**src/rtl/bus_rr_arbiter_pkg.sv**
```systemverilog
// Shared types and constants for the four-requester round-robin bus arbiter.
// Imported by the interface, the pick logic and the arbiter top.
package arb_pkg;

   localparam int NUM_REQ = 4;
   localparam int SEL_W   = 2;
   localparam int CNT_W   = 8;

   typedef enum logic [0:0] {
      IDLE = 1'b0,
      BUSY = 1'b1
   } arb_state_e;

   // Encoded requester index to one-hot grant vector.
   function automatic logic [NUM_REQ-1:0] onehot(input logic [SEL_W-1:0] idx);
      logic [NUM_REQ-1:0] vec;
      vec      = {NUM_REQ{1'b0}};
      vec[idx] = 1'b1;
      return vec;
   endfunction

endpackage

```
**src/rtl/bus_rr_arbiter_if.sv**
```systemverilog
// Requester/slave-side handshake bundle of the round-robin arbiter.
// The arbiter uses the slave modport; the requester side uses master.
interface bus_rr_arbiter_if;
   import arb_pkg::*;

   logic [NUM_REQ-1:0] req;
   logic               done;
   logic [SEL_W-1:0]   sel;
   logic [NUM_REQ-1:0] gnt;
   logic               bus_en;
   logic               timeout;

   modport master (
      output req,
      output done,
      input  sel,
      input  gnt,
      input  bus_en,
      input  timeout
   );

   modport slave (
      input  req,
      input  done,
      output sel,
      output gnt,
      output bus_en,
      output timeout
   );

endinterface

```
**src/rtl/bus_rr_arbiter_rr_pick.sv**
```systemverilog
// Combinational round-robin winner selection: rotate the request vector so
// the slot after the last owner sits at bit 0, priority-encode, un-rotate.
module rr_pick
   import arb_pkg::*;
(
   input  logic [NUM_REQ-1:0] req,
   input  logic [SEL_W-1:0]   last,
   output logic [SEL_W-1:0]   idx,
   output logic               any
);

   logic [SEL_W-1:0]   start_s;
   logic [NUM_REQ-1:0] rot_s;
   logic [SEL_W-1:0]   off_s;

   assign start_s = last + 2'd1;

   // Rotate requests so bit j is requester (last + 1 + j) mod 4.
   always_comb begin
      rot_s = {NUM_REQ{1'b0}};
      for (int j = 0; j < NUM_REQ; j++) begin
         rot_s[j] = req[start_s + SEL_W'(j)];
      end
   end

   // Priority-encode the rotated vector, lowest offset first.
   always_comb begin
      off_s = 2'd0;
      casez (rot_s)
         4'b???1: off_s = 2'd0;
         4'b??10: off_s = 2'd1;
         4'b?100: off_s = 2'd2;
         4'b1000: off_s = 2'd3;
         default: off_s = 2'd0;
      endcase
   end

   assign any = |rot_s;
   assign idx = start_s + off_s;

endmodule

```
**src/rtl/bus_rr_arbiter.sv**
```systemverilog
// Round-robin arbiter for the shared 32-bit 4:1 bus mux: holds one owner
// until done, owner withdrawal or watchdog expiry; all outputs registered.
module bus_rr_arbiter
   import arb_pkg::*;
#(
   parameter int TIMEOUT = 15   // owned cycles per grant, 1..255
)
(
   input  logic             clk,
   input  logic             reset,
   bus_rr_arbiter_if.slave  bus
);

   localparam logic [0:0]       ST_IDLE  = IDLE;
   localparam logic [0:0]       ST_BUSY  = BUSY;
   localparam logic [CNT_W-1:0] CNT_LAST = CNT_W'(TIMEOUT - 1);

   logic [0:0]         state_r,   state_s;
   logic [SEL_W-1:0]   last_r,    last_s;
   logic [CNT_W-1:0]   cnt_r,     cnt_s;
   logic [SEL_W-1:0]   sel_r,     sel_s;
   logic [NUM_REQ-1:0] gnt_r,     gnt_s;
   logic               bus_en_r,  bus_en_s;
   logic               timeout_r, timeout_s;

   logic [SEL_W-1:0]   pick_idx_s;
   logic               pick_any_s;
   logic               owner_req_s;
   logic               release_s;
   logic               expire_s;

   rr_pick u_pick (
      .req  (bus.req),
      .last (last_r),
      .idx  (pick_idx_s),
      .any  (pick_any_s)
   );

   // In BUSY sel_r is the owner, so its request bit tells us if it withdrew.
   assign owner_req_s = bus.req[sel_r];
   assign release_s   = bus.done | ~owner_req_s;
   assign expire_s    = (cnt_r == CNT_LAST);

   // Next-state and next-output computation for the ownership FSM.
   always_comb begin
      state_s   = state_r;
      last_s    = last_r;
      cnt_s     = cnt_r;
      sel_s     = sel_r;
      gnt_s     = gnt_r;
      bus_en_s  = bus_en_r;
      timeout_s = 1'b0;
      case (state_r)
         ST_IDLE: begin
            if (pick_any_s) begin
               state_s  = ST_BUSY;
               sel_s    = pick_idx_s;
               last_s   = pick_idx_s;
               gnt_s    = onehot(pick_idx_s);
               bus_en_s = 1'b1;
               cnt_s    = {CNT_W{1'b0}};
            end else begin
               gnt_s    = {NUM_REQ{1'b0}};
               bus_en_s = 1'b0;
            end
         end
         ST_BUSY: begin
            // done has priority over withdrawal and watchdog, so no pulse then
            if (release_s) begin
               state_s  = ST_IDLE;
               gnt_s    = {NUM_REQ{1'b0}};
               bus_en_s = 1'b0;
               cnt_s    = {CNT_W{1'b0}};
            end else if (expire_s) begin
               state_s   = ST_IDLE;
               gnt_s     = {NUM_REQ{1'b0}};
               bus_en_s  = 1'b0;
               cnt_s     = {CNT_W{1'b0}};
               timeout_s = 1'b1;
            end else begin
               cnt_s = cnt_r + 8'd1;
            end
         end
         default: begin
            state_s  = ST_IDLE;
            gnt_s    = {NUM_REQ{1'b0}};
            bus_en_s = 1'b0;
            cnt_s    = {CNT_W{1'b0}};
         end
      endcase
   end

   // State and output registers; reset leaves requester 0 first in line.
   always_ff @(posedge clk) begin
      if (reset) begin
         state_r   <= ST_IDLE;
         last_r    <= 2'd3;
         cnt_r     <= {CNT_W{1'b0}};
         sel_r     <= 2'd0;
         gnt_r     <= {NUM_REQ{1'b0}};
         bus_en_r  <= 1'b0;
         timeout_r <= 1'b0;
      end else begin
         state_r   <= state_s;
         last_r    <= last_s;
         cnt_r     <= cnt_s;
         sel_r     <= sel_s;
         gnt_r     <= gnt_s;
         bus_en_r  <= bus_en_s;
         timeout_r <= timeout_s;
      end
   end

   assign bus.sel     = sel_r;
   assign bus.gnt     = gnt_r;
   assign bus.bus_en  = bus_en_r;
   assign bus.timeout = timeout_r;

endmodule

```
**src/flat_wrapper.sv**
```systemverilog
// flat-port wrapper written by rule: the top's interface ports become plain ports
module bus_rr_arbiter_flat import arb_pkg::*;
#(
   parameter int TIMEOUT = 15                                    
)
  (clk, reset, bus_req, bus_done, bus_sel, bus_gnt, bus_bus_en, bus_timeout);
  bus_rr_arbiter_if bus_i ();
  input  logic clk;
  input  logic reset;
  input wire logic [$bits(bus_i.req)-1:0] bus_req;
  input wire logic [$bits(bus_i.done)-1:0] bus_done;
  output wire logic [$bits(bus_i.sel)-1:0] bus_sel;
  output wire logic [$bits(bus_i.gnt)-1:0] bus_gnt;
  output wire logic [$bits(bus_i.bus_en)-1:0] bus_bus_en;
  output wire logic [$bits(bus_i.timeout)-1:0] bus_timeout;
  assign bus_i.req = bus_req;
  assign bus_i.done = bus_done;
  assign bus_sel = bus_i.sel;
  assign bus_gnt = bus_i.gnt;
  assign bus_bus_en = bus_i.bus_en;
  assign bus_timeout = bus_i.timeout;
  bus_rr_arbiter #(.TIMEOUT(TIMEOUT)) u_core (.clk(clk), .reset(reset), .bus(bus_i));
endmodule
```
**config.mk**
```make
export PLATFORM = sky130hd
export DESIGN_NAME = bus_rr_arbiter_flat
export DESIGN_NICKNAME = d
export VERILOG_FILES = /design/src/rtl/bus_rr_arbiter_pkg.sv /design/src/rtl/bus_rr_arbiter_if.sv /design/src/rtl/bus_rr_arbiter_rr_pick.sv /design/src/rtl/bus_rr_arbiter.sv /design/src/flat_wrapper.sv
export SDC_FILE = /design/constraint.sdc
export NUM_CORES = 1
export LEC_CHECK = 0
export BUFFER_PORTS_ARGS = -buffer_cell sky130_fd_sc_hd__buf_2
export CELL_PAD_IN_SITES_DETAIL_PLACEMENT = 1
export CELL_PAD_IN_SITES_GLOBAL_PLACEMENT = 1
export CORE_UTILIZATION = 41
export DETAILED_ROUTE_END_ITERATION = 6
export PLACE_DENSITY = 0.76
export RECOVER_POWER = 25
export SLEW_MARGIN = 20
export SYNTH_ARGS = -nofsm -noshare
export SYNTH_HDL_FRONTEND = slang
export SYNTH_SLANG_ARGS = --single-unit
export TNS_END_PERCENT = 30
```
**constraint.sdc**
```tcl
create_clock -name clk -period 3 [get_ports clk]
set_clock_uncertainty 0.1 [all_clocks]
set_input_delay 0.15 -clock clk [delete_from_list [all_inputs] [get_ports clk]]
set_output_delay 0.15 -clock clk [all_outputs]
set_load 0.01 [all_outputs]
```
==> impl_metrics.toml, run 1 <==
[sta]
fin_ws_ns = 0.600
min_period_ns = 2.40
post-route-period-util_pct = 80.0
rsz0062_at_grt = "no"
slew_violations = 0
hold_violations = 0
tightest_slew_ns = 0.630
setup_viol = 0
setup_tns_ns = 0
max_freq_mhz = 417
slew_headroom_pct = 57.9

[synth]
synthTopCellsByArea = "dfxtp_1 37%, nand2_1 5.8%, nand3_1 4.8%"
ys_ff_latch = 19
synth.avg_cell_area_um2 = 8.53
seq_area_frac_synth_pct = 36.5
synthCells = 122
synth_cell_types = 41
synth_nets = 132
synthFlopType = "dfxtp_1"
yosysTopAreaCellShare_pct = 36.5
netlist_area_mm2 = 0.00104
async_reset_ff_share_pct = 0
synth_edf_count = 0
yosys_warnings = 0
synth_top_area_cell = "dfxtp_1"

[setup_path]
r2r-start = "u_core.last_r[0]"
cpLargestDelayFamily = "compound AO/OA/AOI/OAI gates"
path_cells = "nor2_1 > a221oi_1 > o221ai_1 > ha_1 > xor2_1 > xnor2_1 > xnor2_2 > a32o_1"
worstPathArrival_ns = 2.51
crit_buf_inv = 0
r2r_end = "u_core.bus.gnt[1]"
crit_fanout = 10
cp_data_required_time_ns = 3.11
setup.worst_path.end_class = "flip-flop"
slowest_delay_ns = 0.53
ff2ff_setup_slack_ns = 0.60
worstSetupStartpointType = "flip-flop"
slowest_stage = "dfxtp_1"
worstRegToRegCells = 8
worst-setup-path-type = "reg -> reg"

[place]
place_congestion = 0.761
port-buffer-count = 14
dp_slack_ns = 0.592
hpwlAfterDp_um = 1800

[power_and_ir_drop]
p_per_area_mw_per_mm2 = 672
p_leak_nw = 0.449
seqPwrFrac_pct = 44.7
p_clk_share_pct = 18.2
switchingPower_mw = 0.285
total_power_mw = 0.748
ir_worst_vdd_v = 0.000385
swShare_pct = 38.1
p_int_mw = 0.463
pwr-share-comb_pct = 37.1

[cells_and_area]
layout_common_cells = "19 x dfxtp_1, 16 x nand2_1, 11 x nor2_1, 10 x nand3_1, 8 x buf_2"
fillers = 297
fin_nets = 145
drive_above_1_share_pct = 14.9
antenna_cells = 0
area_growth_pct = 6.97
mostFrequentLayoutCell = "dfxtp_1"
utilization_pct = 48.5

[clock_network]
htree_levels = 1
cts_resized = 0
cts_root_buf = "clkbuf_4"
cts_made_buffers = 3
insertion_delay_ns = 0.31
cts_num_sinks = 19
cts_tree = "yes"
clockBufferDepth = 2
hold_buffers = 0
path_clk_slew_ns = 0.12
postCtsSetupBuffers = 0

[detailed_routing]
route.detailed.drc = 0
routed_wl_um = 2390
drt-initial-drc-count = 6
postRouteAntennaNets = 0
via_per_inst = 5.69
wl_per_cell_um = 14.8
firstDrtPassIters = 3
vias = 921

[floorplan]
boundaryPins = 15
dieWidth_um = 52.4
die_y_um = 52.4
row_count = 17
initial_core_util_pct = 45.3
die_area_mm2 = 0.00274
coreArea_mm2 = 0.00230

[global_route]
grt_pass1_vias = 894
grt_busiest_layer = "met2"
gr-usage-met2_pct = 31.0
use_met3_pct = 3.48
grtUsageTotal_pct = 19.8
grt_max_degree = 12
grt_pass1_wl_um = 4000
antenna_found_initial = 0
met1_usage_pct = 26.7
overflow = 0

[hold_path]
holdPathStages = 3
hold_class = "in -> reg"
holdPathEnd = "u_core.state_r"
min_from = "bus_done"

[flow_run]
max_cap_violations = 0

[outcome]
status = "completed"
worst max path at each step:
stage,from,slack (ns),endpoint,cells after the start
after detailed placement,u_core.last_r[0],0.59,u_core.bus.gnt[1],8
after floorplan,u_core.last_r[0],0.86,u_core.bus.gnt[1],8
after global placement,u_core.last_r[0],0.75,u_core.bus.gnt[1],8
after CTS,u_core.last_r[0],0.55,u_core.bus.sel[1],9
final,u_core.last_r[0],0.60,u_core.bus.gnt[1],8
after global routing,u_core.last_r[0],0.40,u_core.bus.sel[1],9
layer usage:
metal | vias to the layer above | part of all wire, %
li1 | 460 | -
met1 | 445 | 51
met2 | 12 | 45
met3 | 4 | 2.7
met4 | 0 | 1.1
met5 | - | 0
layout make-up:
class | count | area [um^2] | area share (%)
Tap cell | 28 | 35.0 | 3.15
Timing Repair Buffer | 14 | 62.6 | 5.62
Clock inverter | 1 | 5.00 | 0.449
Inverter | 4 | 15.0 | 1.35
Sequential cell | 19 | 380 | 34.2
Multi-Input combinational cell | 93 | 593 | 53.3
Clock buffer | 3 | 22.5 | 2.02
worst min-delay path, cell delays in order:
cell and delay [ns]:
buf_2 0.09, nand4b_1 0.10, a21oi_1 0.06
cell families (layout without fill, tap and decap cells):
group           count (synthesis)  in the layout  synth area share [%]
mux                             2              2                  3.12
flops                          19             19                  36.5
buf+inv                        10             22                  6.49
fa+ha+maj                       3              3                  3.61
simple gates                   59             59                  28.0
compound gates                 26             26                  19.0
xor+xnor                        3              3                  3.25
synth_stat cells, types with 2 or more instances:
master and n:
a21o_1 2, nor2b_1 3, nand2_1 16, nor2_1 11
o21ai_0 6, ha_1 3, or3_1 4, o32ai_1 2
a22o_1 2, buf_6 4, dfxtp_1 19, clkbuf_1 2
inv_1 4, a21oi_1 5, nand3_1 10, nor3b_1 2
nor3_1 3
registers in the layout, summed over array words and instances (netlist names):
name,flops
u_core.last_r,2
u_core.bus.timeout,1
u_core.state_r,1
u_core.bus.gnt,4
u_core.cnt_r,8
u_core.bus.bus_en,1
u_core.bus.sel,2
through the flow:
stage,hold WS (ns),std cells,cell area (um^2)
after global placement,0.333,158,1090
final,0.0491,162,1110
after CTS,0.0407,162,1120
after global routing,0.0626,162,1110
after floorplan,0.241,122,1040
after detailed placement,0.344,158,1090
power by group through the flow:
| stage | Combinational (mW) | Clock, mW | Sequential (mW) |
|---|---|---|---|
| 2_1_floorplan | 0.212 | 0 | 0.341 |
| 3_3_place_gp | 0.273 | 0 | 0.337 |
| 3_5_place_dp | 0.280 | 0 | 0.341 |
| 4_1_cts | 0.285 | 0.138 | 0.336 |
| 5_1_grt | 0.301 | 0.152 | 0.343 |
| 6_report | 0.278 | 0.136 | 0.334 |
(Power assumes the default switching activity.)
==> inputs of run 2 (changes only) <==
Settings changed: ABC_AREA from default to 1, CORE_UTILIZATION 41 to 40, PLACE_DENSITY 0.76 to 0.77.
Clock period 3 ns to 2.3 ns, I/O delays scaled along.
==> run 2 against run 1 <==
  * Non-clock buffer count did not move
  * Area after synthesis rose by 17%
  * Cell count rose by 44%
  * Die area rose by 19%
  * First-iteration DRC count rose to 3.7 times the previous value
  * Cell area rose by 19%
  * Critical path depth rose by 4
  * Highest routed layer unchanged
  * Critical endpoint is now u_core.bus.sel[1]
  * Register-to-register slack got worse by 0.30 ns
  * Clock power rose by 27%
  * Global-route usage rose by 0.83 points
  * Critical path type unchanged
==> impl_metrics.toml, run 2 <==
[synth]
yosysTopAreaCellShare_pct = 31.3
yosys_warnings = 0
synthFlopType = "dfxtp_1"
synth_common_cells = "66 x nand2_1, 19 x dfxtp_1, 19 x nor2_1"
synth_cell_types = 27
yosysMostFrequentCell = "nand2_1"
ys_ff_latch = 19
synth.avg_cell_area_um2 = 6.46
synth_top_area_cell = "dfxtp_1"
seq_area_frac_synth_pct = 31.3
synth_edf_count = 0
synthTopCellsByArea = "dfxtp_1 31%, nand2_1 20%, a21oi_1 6.2%"
netlist_area_mm2 = 0.00121
synthCells = 188
async_reset_ff_share_pct = 0
synth_nets = 198

[global_route]
overflow = 0
grt_pass1_wl_um = 5210
grtUsageTotal_pct = 20.7
grt_pass1_vias = 1225
antenna_found_initial = 0
grt_max_degree = 19

[clock_network]
path_clk_slew_ns = 0.11
insertion_delay_ns = 0.30
htree_levels = 1
postCtsSetupBuffers = 0
cts_tree = "yes"
clockBufferDepth = 2
cts_root_buf = "clkbuf_4"
cts_num_sinks = 19
cts_made_buffers = 3

[detailed_routing]
postRouteAntennaNets = 0
via_per_inst = 5.18
firstDrtPassIters = 4
routed_wl_um = 2940
wl_per_cell_um = 12.6
drt-initial-drc-count = 22
vias = 1207
route.detailed.drc = 0

[place]
place_congestion = 0.776
hpwlAfterDp_um = 2420
port-buffer-count = 14
placed_cell_area_mm2 = 0.00130

[flow_run]
max_cap_violations = 0

[sta]
post-route-period-util_pct = 86.8
setup_viol = 0
rsz0062_at_grt = "no"
min_period_ns = 2.00
tightest_slew_ns = 0.500
slew_violations = 0
max_freq_mhz = 501
slew_headroom_pct = 66.6
setup_tns_ns = 0
hold_violations = 0

[power_and_ir_drop]
p_leak_nw = 0.644
ir_worst_vdd_v = 0.000309
p_per_area_mw_per_mm2 = 1150
total_power_mw = 1.52

[cells_and_area]
fillers = 406
drive_above_1_share_pct = 14.9
fin_nets = 213
layout_common_cells = "66 x nand2_1, 19 x nor2_1, 18 x inv_1, 17 x dfxtp_1, 15 x a21oi_1"
top_register = "u_core.cnt_r"
mostFrequentLayoutCell = "nand2_1"
area_growth_pct = 9.07
design_area_mm2 = 0.00132
antenna_cells = 0
largest_reg_flops = 8

[floorplan]
die_y_um = 57.1
boundaryPins = 15
die_area_mm2 = 0.00326
dieWidth_um = 57.1
coreArea_mm2 = 0.00281
initial_core_util_pct = 43.3
row_count = 19

[setup_path]
worst-setup-path-type = "reg -> reg"
setup.worst_path.end_class = "flip-flop"
cp_data_required_time_ns = 2.43
crit_fanout = 10
worstRegToRegCells = 12
worstSetupStartpointType = "flip-flop"
worstPathArrival_ns = 2.12

[outcome]
status = "completed"

[hold_path]
hold_class = "in -> reg"
holdPathStages = 4
run 2: changes by cell type after synthesis, sizes merged, moves of 3 or more:
cell / change
or3: -4
nand2: +57
xor2: +4
o21ai: -6
nor2: +10
a21oi: +11
nor2b: -3
inv: +17
nand4: +3
run 2: report_power, final:
| part | internal, mW | switching, mW | leakage, nW |
|---|---|---|---|
| combinational | 0.287 | 0.567 | 0.471 |
| sequential | 0.402 | 0.0917 | 0.155 |
| clock | 0.0648 | 0.108 | 0.0177 |
| total | 0.754 | 0.767 | 0.644 |
run 2: per-stage QoR:
stage | hold WS (ns) | setup slack, ns | std cells | utilization (%)
3_5_place_dp | 0.361 | 0.0777 | 229 | 46.3
3_3_place_gp | 0.349 | 0.229 | 229 | 46.3
2_1_floorplan | 0.230 | 0.493 | 188 | -
6_report | 0.0347 | 0.304 | 233 | 47.2
4_1_cts | 0.0333 | 0.0572 | 233 | 47.3
5_1_grt | 0.0775 | 0.0532 | 233 | 47.2
run 2: routing by layer:
metal	GRT usage [%]	vias to the layer above	share of wire, %
met2	39.5	8	53
met5	0	-	0
met3	3.17	4	1.5
li1	-	622	-
met1	22.8	573	44
met4	7.67	0	1.3
run 2: cell type report:
| class | instances | area [um^2] | share of cell area (%) |
|---|---|---|---|
| Multi-Input combinational cell | 144 | 723 | 54.6 |
| Sequential cell | 19 | 385 | 29.1 |
| Inverter | 21 | 86.3 | 6.52 |
| Timing Repair Buffer | 14 | 62.6 | 4.73 |
| Tap cell | 31 | 38.8 | 2.93 |
| Clock buffer | 3 | 22.5 | 1.70 |
| Clock inverter | 1 | 5.00 | 0.378 |
run 2: worst paths after layout:
check	startpoint	slack [ns]	to
worst max-delay path	u_core.last_r[0]	0.30	u_core.bus.sel[1]
worst min-delay path	bus_done	0.03	u_core.bus.timeout
worst max register to register	u_core.last_r[0]	0.30	u_core.bus.sel[1]
worst min register to register	u_core.bus.bus_en	0.38	u_core.bus.bus_en
run 2: worst max-delay path: stages, from the launching register on:
cell and delay, ns:
dfxtp_4 0.41, inv_8 0.09, nand2_1 0.09, nand3_1 0.10, nand2_1 0.11, a21oi_1 0.13, nor2_1 0.06, ha_1 0.19
xor2_1 0.20, nand3_1 0.11, nand2_2 0.12, nand2_1 0.08, a21oi_1 0.14
run 2: repair_timing:
item	CTS	global route
hold buffers	0	0
endpoints found under the setup margin	0	6
resized for setup	0	3
run 2: cell families (layout without fill, tap and decap cells):
group | Yosys count | after routing | synth area share, %
simple gates | 115 | 115 | 42.8
buf+inv | 25 | 39 | 9.07
compound gates | 20 | 20 | 9.38
flops | 19 | 19 | 31.3
xor+xnor | 6 | 6 | 4.33
fa+ha+maj | 3 | 3 | 3.09
